File: config.mk
export PLATFORM = sky130hd
export DESIGN_NAME = ctrl_aut
export DESIGN_NICKNAME = d
export VERILOG_FILES = /design/src/rtl/ctrl_aut_pkg.sv /design/src/rtl/ctrl_decoder.sv /design/src/rtl/ctrl_aut.sv
export SDC_FILE = /design/constraint.sdc
export NUM_CORES = 1
export LEC_CHECK = 0
export ABC_AREA = 1
export ABC_CLOCK_PERIOD_IN_PS = 4500
export CORE_MARGIN = 5
export CORE_UTILIZATION = 54
export DETAILED_ROUTE_END_ITERATION = 12
export PLACE_DENSITY_LB_ADDON = 0.2
export SYNTH_ARGS = -nofsm -noshare
export SYNTH_HDL_FRONTEND = slang
export SYNTH_SLANG_ARGS = --single-unit
File: constraint.sdc
create_clock -name clock -period 4.5 [get_ports clock]
set_clock_uncertainty 0.2 [all_clocks]
set_input_delay 0.9 -clock clock [delete_from_list [all_inputs] [get_ports clock]]
set_output_delay 0.9 -clock clock [all_outputs]
set_load 0.1 [all_outputs]
File: src/rtl/ctrl_aut_pkg.sv
// Shared constants, FSM state encoding and control-word layout for the ctrl_aut controller.
package ctrl_aut_pkg;

    localparam int unsigned OpW = 6;
    localparam int unsigned FnW = 6;

    localparam logic [OpW-1:0] OP_RTYPE = 6'h00;
    localparam logic [OpW-1:0] OP_ADDI  = 6'h08;
    localparam logic [OpW-1:0] OP_ANDI  = 6'h0C;
    localparam logic [OpW-1:0] OP_ORI   = 6'h0D;
    localparam logic [OpW-1:0] OP_BEQ   = 6'h04;
    localparam logic [OpW-1:0] OP_BNE   = 6'h05;
    localparam logic [OpW-1:0] OP_HALT  = 6'h3F;

    localparam logic [FnW-1:0] FN_ADD = 6'h20;
    localparam logic [FnW-1:0] FN_SUB = 6'h22;
    localparam logic [FnW-1:0] FN_AND = 6'h24;
    localparam logic [FnW-1:0] FN_OR  = 6'h25;

    typedef enum logic [2:0] {
        ST_IDLE,
        ST_FETCH,
        ST_DECODE,
        ST_EXEC,
        ST_COMMIT,
        ST_HALT
    } state_e;

    typedef struct packed {
        logic           write;
        logic           rd_mux_s;
        logic           op2_mux_s;
        logic [FnW-1:0] alu_funct;
        logic           br_eq;
        logic           br_ne;
    } ctrl_word_t;

endpackage

File: src/rtl/ctrl_decoder.sv
// Combinational opcode/funct to control-word mapping, with valid and halt flags.
module ctrl_decoder
    import ctrl_aut_pkg::*;
(
    input  logic [OpW-1:0] i_opcode,
    input  logic [FnW-1:0] i_funct,
    output ctrl_word_t     o_cw,
    output logic           o_valid,
    output logic           o_halt
);

    always_comb begin
        o_cw    = '0;
        o_valid = 1'b1;
        o_halt  = 1'b0;
        case (i_opcode)
            OP_RTYPE: begin
                o_cw.write     = 1'b1;
                o_cw.rd_mux_s  = 1'b1;
                o_cw.alu_funct = i_funct;
            end
            OP_ADDI: begin
                o_cw.write     = 1'b1;
                o_cw.op2_mux_s = 1'b1;
                o_cw.alu_funct = FN_ADD;
            end
            OP_ANDI: begin
                o_cw.write     = 1'b1;
                o_cw.op2_mux_s = 1'b1;
                o_cw.alu_funct = FN_AND;
            end
            OP_ORI: begin
                o_cw.write     = 1'b1;
                o_cw.op2_mux_s = 1'b1;
                o_cw.alu_funct = FN_OR;
            end
            OP_BEQ: begin
                o_cw.alu_funct = FN_SUB;
                o_cw.br_eq     = 1'b1;
            end
            OP_BNE: begin
                o_cw.alu_funct = FN_SUB;
                o_cw.br_ne     = 1'b1;
            end
            OP_HALT: o_halt = 1'b1;
            default: o_valid = 1'b0;
        endcase
    end

endmodule

File: src/rtl/ctrl_aut.sv
// Four-state multi-cycle control automaton for the MIPS-subset datapath.
// Define CTRL_AUT_ILLEGAL_TRAP_EN to halt on unsupported opcodes instead of executing a NOP.
module ctrl_aut
    import ctrl_aut_pkg::*;
#(
    parameter int unsigned RetireWidth = 32
) (
    input  logic                   clock,
    input  logic                   reset,
    input  logic                   run,
    input  logic [OpW-1:0]         opcode,
    input  logic [FnW-1:0]         funct,
    input  logic                   zero,
    output logic                   load,
    output logic                   write,
    output logic                   rd_mux_s,
    output logic                   op2_mux_s,
    output logic [FnW-1:0]         alu_funct,
    output logic                   branch_mux_s,
    output logic                   halted,
    output logic                   illegal,
    output logic [RetireWidth-1:0] retired
);

    state_e                 r_state;
    state_e                 w_state_next;
    ctrl_word_t             r_cw;
    ctrl_word_t             w_cw;
    logic                   w_valid;
    logic                   w_halt;
    logic                   w_stop;
    logic                   w_taken;
    logic                   r_load;
    logic                   r_write;
    logic                   r_branch;
    logic                   r_halted;
    logic                   r_illegal;
    logic [RetireWidth-1:0] r_retired;

    ctrl_decoder u_dec (
        .i_opcode (opcode),
        .i_funct  (funct),
        .o_cw     (w_cw),
        .o_valid  (w_valid),
        .o_halt   (w_halt)
    );

`ifdef CTRL_AUT_ILLEGAL_TRAP_EN
    assign w_stop = w_halt | ~w_valid;
`else
    assign w_stop = w_halt;
`endif

    assign w_taken = (r_cw.br_eq & zero) | (r_cw.br_ne & ~zero);

    always_ff @(posedge clock or negedge reset) begin
        if (!reset) r_state <= ST_IDLE;
        else        r_state <= w_state_next;
    end

    always_comb begin
        w_state_next = r_state;
        case (r_state)
            ST_IDLE:   if (run) w_state_next = ST_FETCH;
            ST_FETCH:  w_state_next = ST_DECODE;
            ST_DECODE: w_state_next = w_stop ? ST_HALT : ST_EXEC;
            ST_EXEC:   w_state_next = ST_COMMIT;
            ST_COMMIT: w_state_next = ST_FETCH;
            ST_HALT:   w_state_next = ST_HALT;
            default:   w_state_next = ST_IDLE;
        endcase
    end

    // Commit strobes are loaded on the EXEC->COMMIT edge so they are high exactly during COMMIT.
    always_ff @(posedge clock or negedge reset) begin
        if (!reset) begin
            r_cw      <= '0;
            r_load    <= 1'b0;
            r_write   <= 1'b0;
            r_branch  <= 1'b0;
            r_halted  <= 1'b0;
            r_illegal <= 1'b0;
            r_retired <= '0;
        end else begin
            r_load   <= (r_state == ST_EXEC);
            r_write  <= (r_state == ST_EXEC) & r_cw.write;
            r_branch <= (r_state == ST_EXEC) & w_taken;
            if (r_state == ST_DECODE) begin
                r_cw      <= w_cw;
                r_halted  <= r_halted | w_stop;
                r_illegal <= r_illegal | ~w_valid;
            end
            if (r_state == ST_COMMIT) r_retired <= r_retired + RetireWidth'(1);
        end
    end

    assign load         = r_load;
    assign write        = r_write;
    assign branch_mux_s = r_branch;
    assign rd_mux_s     = r_cw.rd_mux_s;
    assign op2_mux_s    = r_cw.op2_mux_s;
    assign alu_funct    = r_cw.alu_funct;
    assign halted       = r_halted;
    assign illegal      = r_illegal;
    assign retired      = r_retired;

endmodule
=== Word-level counts from Yosys, hierarchy flattened ===
Cells that the tools add are included.

* Bitwise gates (word level): 9
* Multiplexer cells: 11
* Reduce and logical (&&, ||, !) cells: 6
* Equal/unequal tests: 12
* Add/sub/neg operators: 1

{| class="wikitable"
|+ Operators by type and width
! kind !! count
|-
| 32-bit by 1-bit adder with 32-bit output, second input constant || 1
|-
| 6-bit case mux with 5 select lines || 1
|-
| 6-bit by 4-bit == test with 1-bit output, second input constant || 3
|-
| 3-bit case mux with 6 select lines || 1
|-
| 6-bit by 3-bit == test with 1-bit output, second input constant || 2
|-
| 1-bit 2-to-1 mux || 7
|-
| 7-bit OR reduction || 1
|-
| 3-bit by 2-bit == test with 1-bit output, second input constant || 2
|-
| 3-bit == test, second input constant || 2
|-
| 6-bit == test, second input constant || 1
|-
| 6-bit zero test || 1
|-
| 3-bit 2-to-1 mux || 2
|-
| 1-bit bitwise AND || 4
|-
| 4-bit OR reduction || 1
|-
| 3-bit by 1-bit == test with 1-bit output, second input constant || 1
|-
| 3-bit zero test || 1
|-
| 1-bit OR || 3
|-
| 3-bit OR reduction || 1
|-
| 2-bit != test, second input constant || 1
|-
| 1-bit NOT || 2
|-
| 2-bit OR reduction || 1
|}

* Input bits: 16
* Flip-flop bits (word level): 51

=== Longest topological paths before layout ===
* Depth after elaboration: 5
* Mapped depth: 8
* Depth with buffers taken out: 8

=== Cells and area by module ===
From an unflattened synthesis, not the netlist that was laid out.

* Cells, all modules: 337
* Area, all modules: 2,892.8 sq um

{| class="wikitable"
|+ Modules (own cells, without submodules)
! module !! cells each !! times used !! area each (sq um)
|-
| ctrl_aut || 297 || 1 || 2,687.6
|-
| ctrl_decoder || 40 || 1 || 205.2
|}

=== Worst setup path after synthesis ===
OpenSTA, ideal clock, no wires.

* Path type: register -> register
* From: register r_retired[1], in the netlist retired[1]
* To: register r_retired[26], in the netlist retired[26]
* Slack: 2,060 ps
* Path buffers: 0
* Arrival time: 2,117 ps
* Setup time: 123 ps
* Cell stages (with the launch flop): 9
* Period minus slack after synthesis: 2,440 ps
* Path through: dfrtp_1 > ha_1 > nand2_1 > nor2_1 > nand3_1 > nor2_4 > nand3_1 > nand2_1 > nand2_1

* Longest elaborated chain between the ends: 1

{| class="wikitable"
|+ Ends and longest elaborated chain
! item !! RTL line !! text
|-
| from (decl) || ctrl_aut.sv:38 || <nowiki>logic [RetireWidth-1:0] r_retired;</nowiki>
|-
| from (signal assigned) || ctrl_aut.sv:93 || <nowiki>if (r_state == ST_COMMIT) r_retired <= r_retired + RetireWidth'(1);</nowiki>
|-
| 32-bit by 1-bit adder with 32-bit output || ctrl_aut.sv:93 ||
|}

Every way passes these cells.
A chain may end at the register's enable or synchronous reset.

=== Worst setup path in the final report ===
* From: register r_retired[20], in the netlist retired[20]
* To: output port retired[20]

{| class="wikitable"
|+ RTL lines
! item !! RTL line !! text
|-
| to (decl) || ctrl_aut.sv:22 || <nowiki>output logic [RetireWidth-1:0] retired</nowiki>
|}

No word-level cell between the ends.

==> impl_metrics.env <==
export IMPL_nFillCells=386
export IMPL_place_congestion=0.8417
export IMPL_rr_worst_depth=8
export IMPL_drv_slew=0
export IMPL_most_common_layout_cells="109 x nand2_1, 59 x clkdlybuf4s50_1, 51 x dfrtp_1"
export IMPL_wl_per_cell_um=12.15
export IMPL_ys_ff_latch=51
export IMPL_final_common_cell="nand2_1"
export IMPL_initial_core_util_pct=56.00
export IMPL_wl_met3_um=287
export IMPL_synth_main_ff_cell="dfrtp_1"
export IMPL_status="complete, no violations"
export IMPL_final_nets=405
export IMPL_vias=2274
export IMPL_drc_errors=0
export IMPL_synth_edf_count=0
export IMPL_finalCritPeriodShare_pct=67.82
export IMPL_clock_sinks=51
export IMPL_p_leak_nw=1.690
export IMPL_drv_cap=0
export IMPL_antenna_found_initial=0
export IMPL_highest_layer="met4"
export IMPL_cp_start_kind="flip-flop"
export IMPL_viasPerCell=4.987
export IMPL_cts_root_buffer_cell="clkbuf_8"
export IMPL_cp_max_fo=6
export IMPL_wl_met2_mm=2.737
export IMPL_crit_buf_inv=1
export IMPL_async_flop_share_pct=100.0
export IMPL_grt_start_max_net_pins=52
export IMPL_max_slew_margin_pct=34.44
export IMPL_power_density_nw_per_um2=396.0
export IMPL_synth_net_count=344
export IMPL_syn_avg_cell_area_sq_um=8.142
export IMPL_rsz0062_at_grt="no"
export IMPL_syn_cell_area_sq_um=2663
export IMPL_worst_pin_slew_ps=980.4
export IMPL_hold_violations=0
export IMPL_vdd_ir_drop_max_v=0.0003884
export IMPL_grt_ovfl_total=0
export IMPL_antenna_left=0
export IMPL_critPathCaptureType="output port"
export IMPL_fmax_mhz=327.7
export IMPL_slowest_stage="clkdlybuf4s50_1"
export IMPL_cts_made_buffers=5
export IMPL_rows=25
export IMPL_areaGrowthSynthToFinish_pct=27.63
export IMPL_clockBufferDepth=2
export IMPL_clk_latency_ps=310
export IMPL_max_stage_delay_ps=1170
export IMPL_tritoncts="yes"
export IMPL_dp_hpwl_mm=4.303
export IMPL_io_buffers=60
export IMPL_synth_cell_types=27
export IMPL_timing_hold_ws_ps=279.4
export IMPL_die_area_sq_um=6435
export IMPL_drive_gt1_share_pct=5.141
export IMPL_whs_path_depth=2
export IMPL_cp_num_cells=1
export IMPL_die_w_um=80.22
export IMPL_cts_hold_buf=0
export IMPL_routed_wl_mm=5.540
export IMPL_io_pins=61
export IMPL_synth_seq_area_share_pct=47.93
export IMPL_fin_ws_ps=1448
export IMPL_synth_cells=327
export IMPL_hold_class="flip-flop to flip-flop"
export IMPL_yosysWarnings=0
export IMPL_cp_cell_sequence="clkdlybuf4s50_1"
export IMPL_criticalPathCategory="flip-flop to output port"
export IMPL_diodes=0
export IMPL_m1WireLength_mm=2.442
export IMPL_grt_pass1_vias=2184
export IMPL_core_sq_um=4755
export IMPL_grt_use_total_pct=19.40
export IMPL_drtPass1Iterations=5
export IMPL_clk_pin_slew_ps=90
export IMPL_crit_required_ps=3400
export IMPL_cp_top_family="buffers and inverters"
export IMPL_drt_iter0_drc=103
export IMPL_die_height_um=80.22
export IMPL_finalCriticalPeriod_ps=3052
export IMPL_h_tree_depth=2
export IMPL_arrival_ps=1950
export IMPL_grt_pass1_wl_mm=9.811
export IMPL_cts_resized=0
export IMPL_pre_cts_slack_ps=1802
export IMPL_setup_viol=0
export IMPL_setup_tns_ps=0
export IMPL_post_cts_buffers=0
==> final timing paths <==
| kind | from | to | slack, ps |
|---|---|---|---|
| worst max-delay path | retired[20]$_DFFE_PN0P_ | retired[20] | 1450 |
| worst min-delay path | halted$_DFFE_PN0N_ | halted$_DFFE_PN0N_ | 280 |
| worst max register to register | r_state[2]$_DFFE_PN0P_ | alu_funct[5]$_DFFE_PN0N_ | 2600 |
| worst min register to register | halted$_DFFE_PN0N_ | halted$_DFFE_PN0N_ | 280 |
| max in group asynchronous | reset | rd_mux_s$_DFFE_PN0N_ | 3200 |
| min in group asynchronous | reset | retired[7]$_DFFE_PN0P_ | 480 |
==> through the flow <==
step | total power [mW] | instances | cell area (sq um) | util, %
3_3_place_gp | 1.071 | 448 | 3299 | 69.39
4_1_cts | 1.357 | 456 | 3398 | 71.47
3_5_place_dp | 1.077 | 448 | 3299 | 69.39
2_1_floorplan | 0.9642 | 327 | 2663 | -
5_1_grt | 1.418 | 456 | 3398 | 71.47
6_report | 1.346 | 456 | 3398 | 71.47
==> Yosys cell counts (all sizes together) (2+ instances only) <==
cell	number	area, sq um
nand3	27	160.2
nor3	3	15.01
a22o	2	17.52
xor2	9	78.83
nand3b	9	67.56
a21oi	2	10.01
inv	41	153.9
nand2	110	415.4
nand4	13	81.33
dfrtp	51	1276
xnor2	4	35.03
buf	7	50.04
nor2	35	210.2
o21ai	6	30.03
==> power breakdown <==
group          internal [mW]  total, mW  switching [mW]  leakage, nW
sequential             0.510      0.565          0.0543        0.691
clock                  0.126      0.280           0.154       0.0474
combinational          0.121      0.501           0.380        0.952
total                  0.757       1.35           0.589         1.69
==> logic make-up after synthesis <==
group	share of synthesized area, %
AND/OR/NAND/NOR	36.42
flip-flops	47.93
buffers and inverters	7.660
AO/OA/AOI/OAI	3.243
XOR/XNOR	4.276
adder cells (fa/ha/maj)	0.4698
==> routing by layer <==
metal	vias up	track usage, %
met5	-	0
met3	7	4.596
met1	1066	24.21
met4	0	6.081
met2	51	33.11
li1	1150	-
==> final cells by class <==
type                       count  area, sq um  share of cell area (%)
sequential                    51         1276                   37.56
multi-input combinational    228         1182                   34.79
timing repair buffer          61        603.1                   17.75
inverter                      41        153.9                   4.529
tap                           67        83.83                   2.467
clock buffer                   6        82.58                   2.430
clock inverter                 2        16.27                  0.4786
==> state kept, by name, summed over array words and instances (netlist names) <==
register      flops
halted            1
illegal           1
retired          32
op2_mux_s         1
r_cw              3
branch_mux_s      1
load              1
write             1
r_state           3
alu_funct         6
rd_mux_s          1
Note: power is estimated with default switching activity, not from simulation.
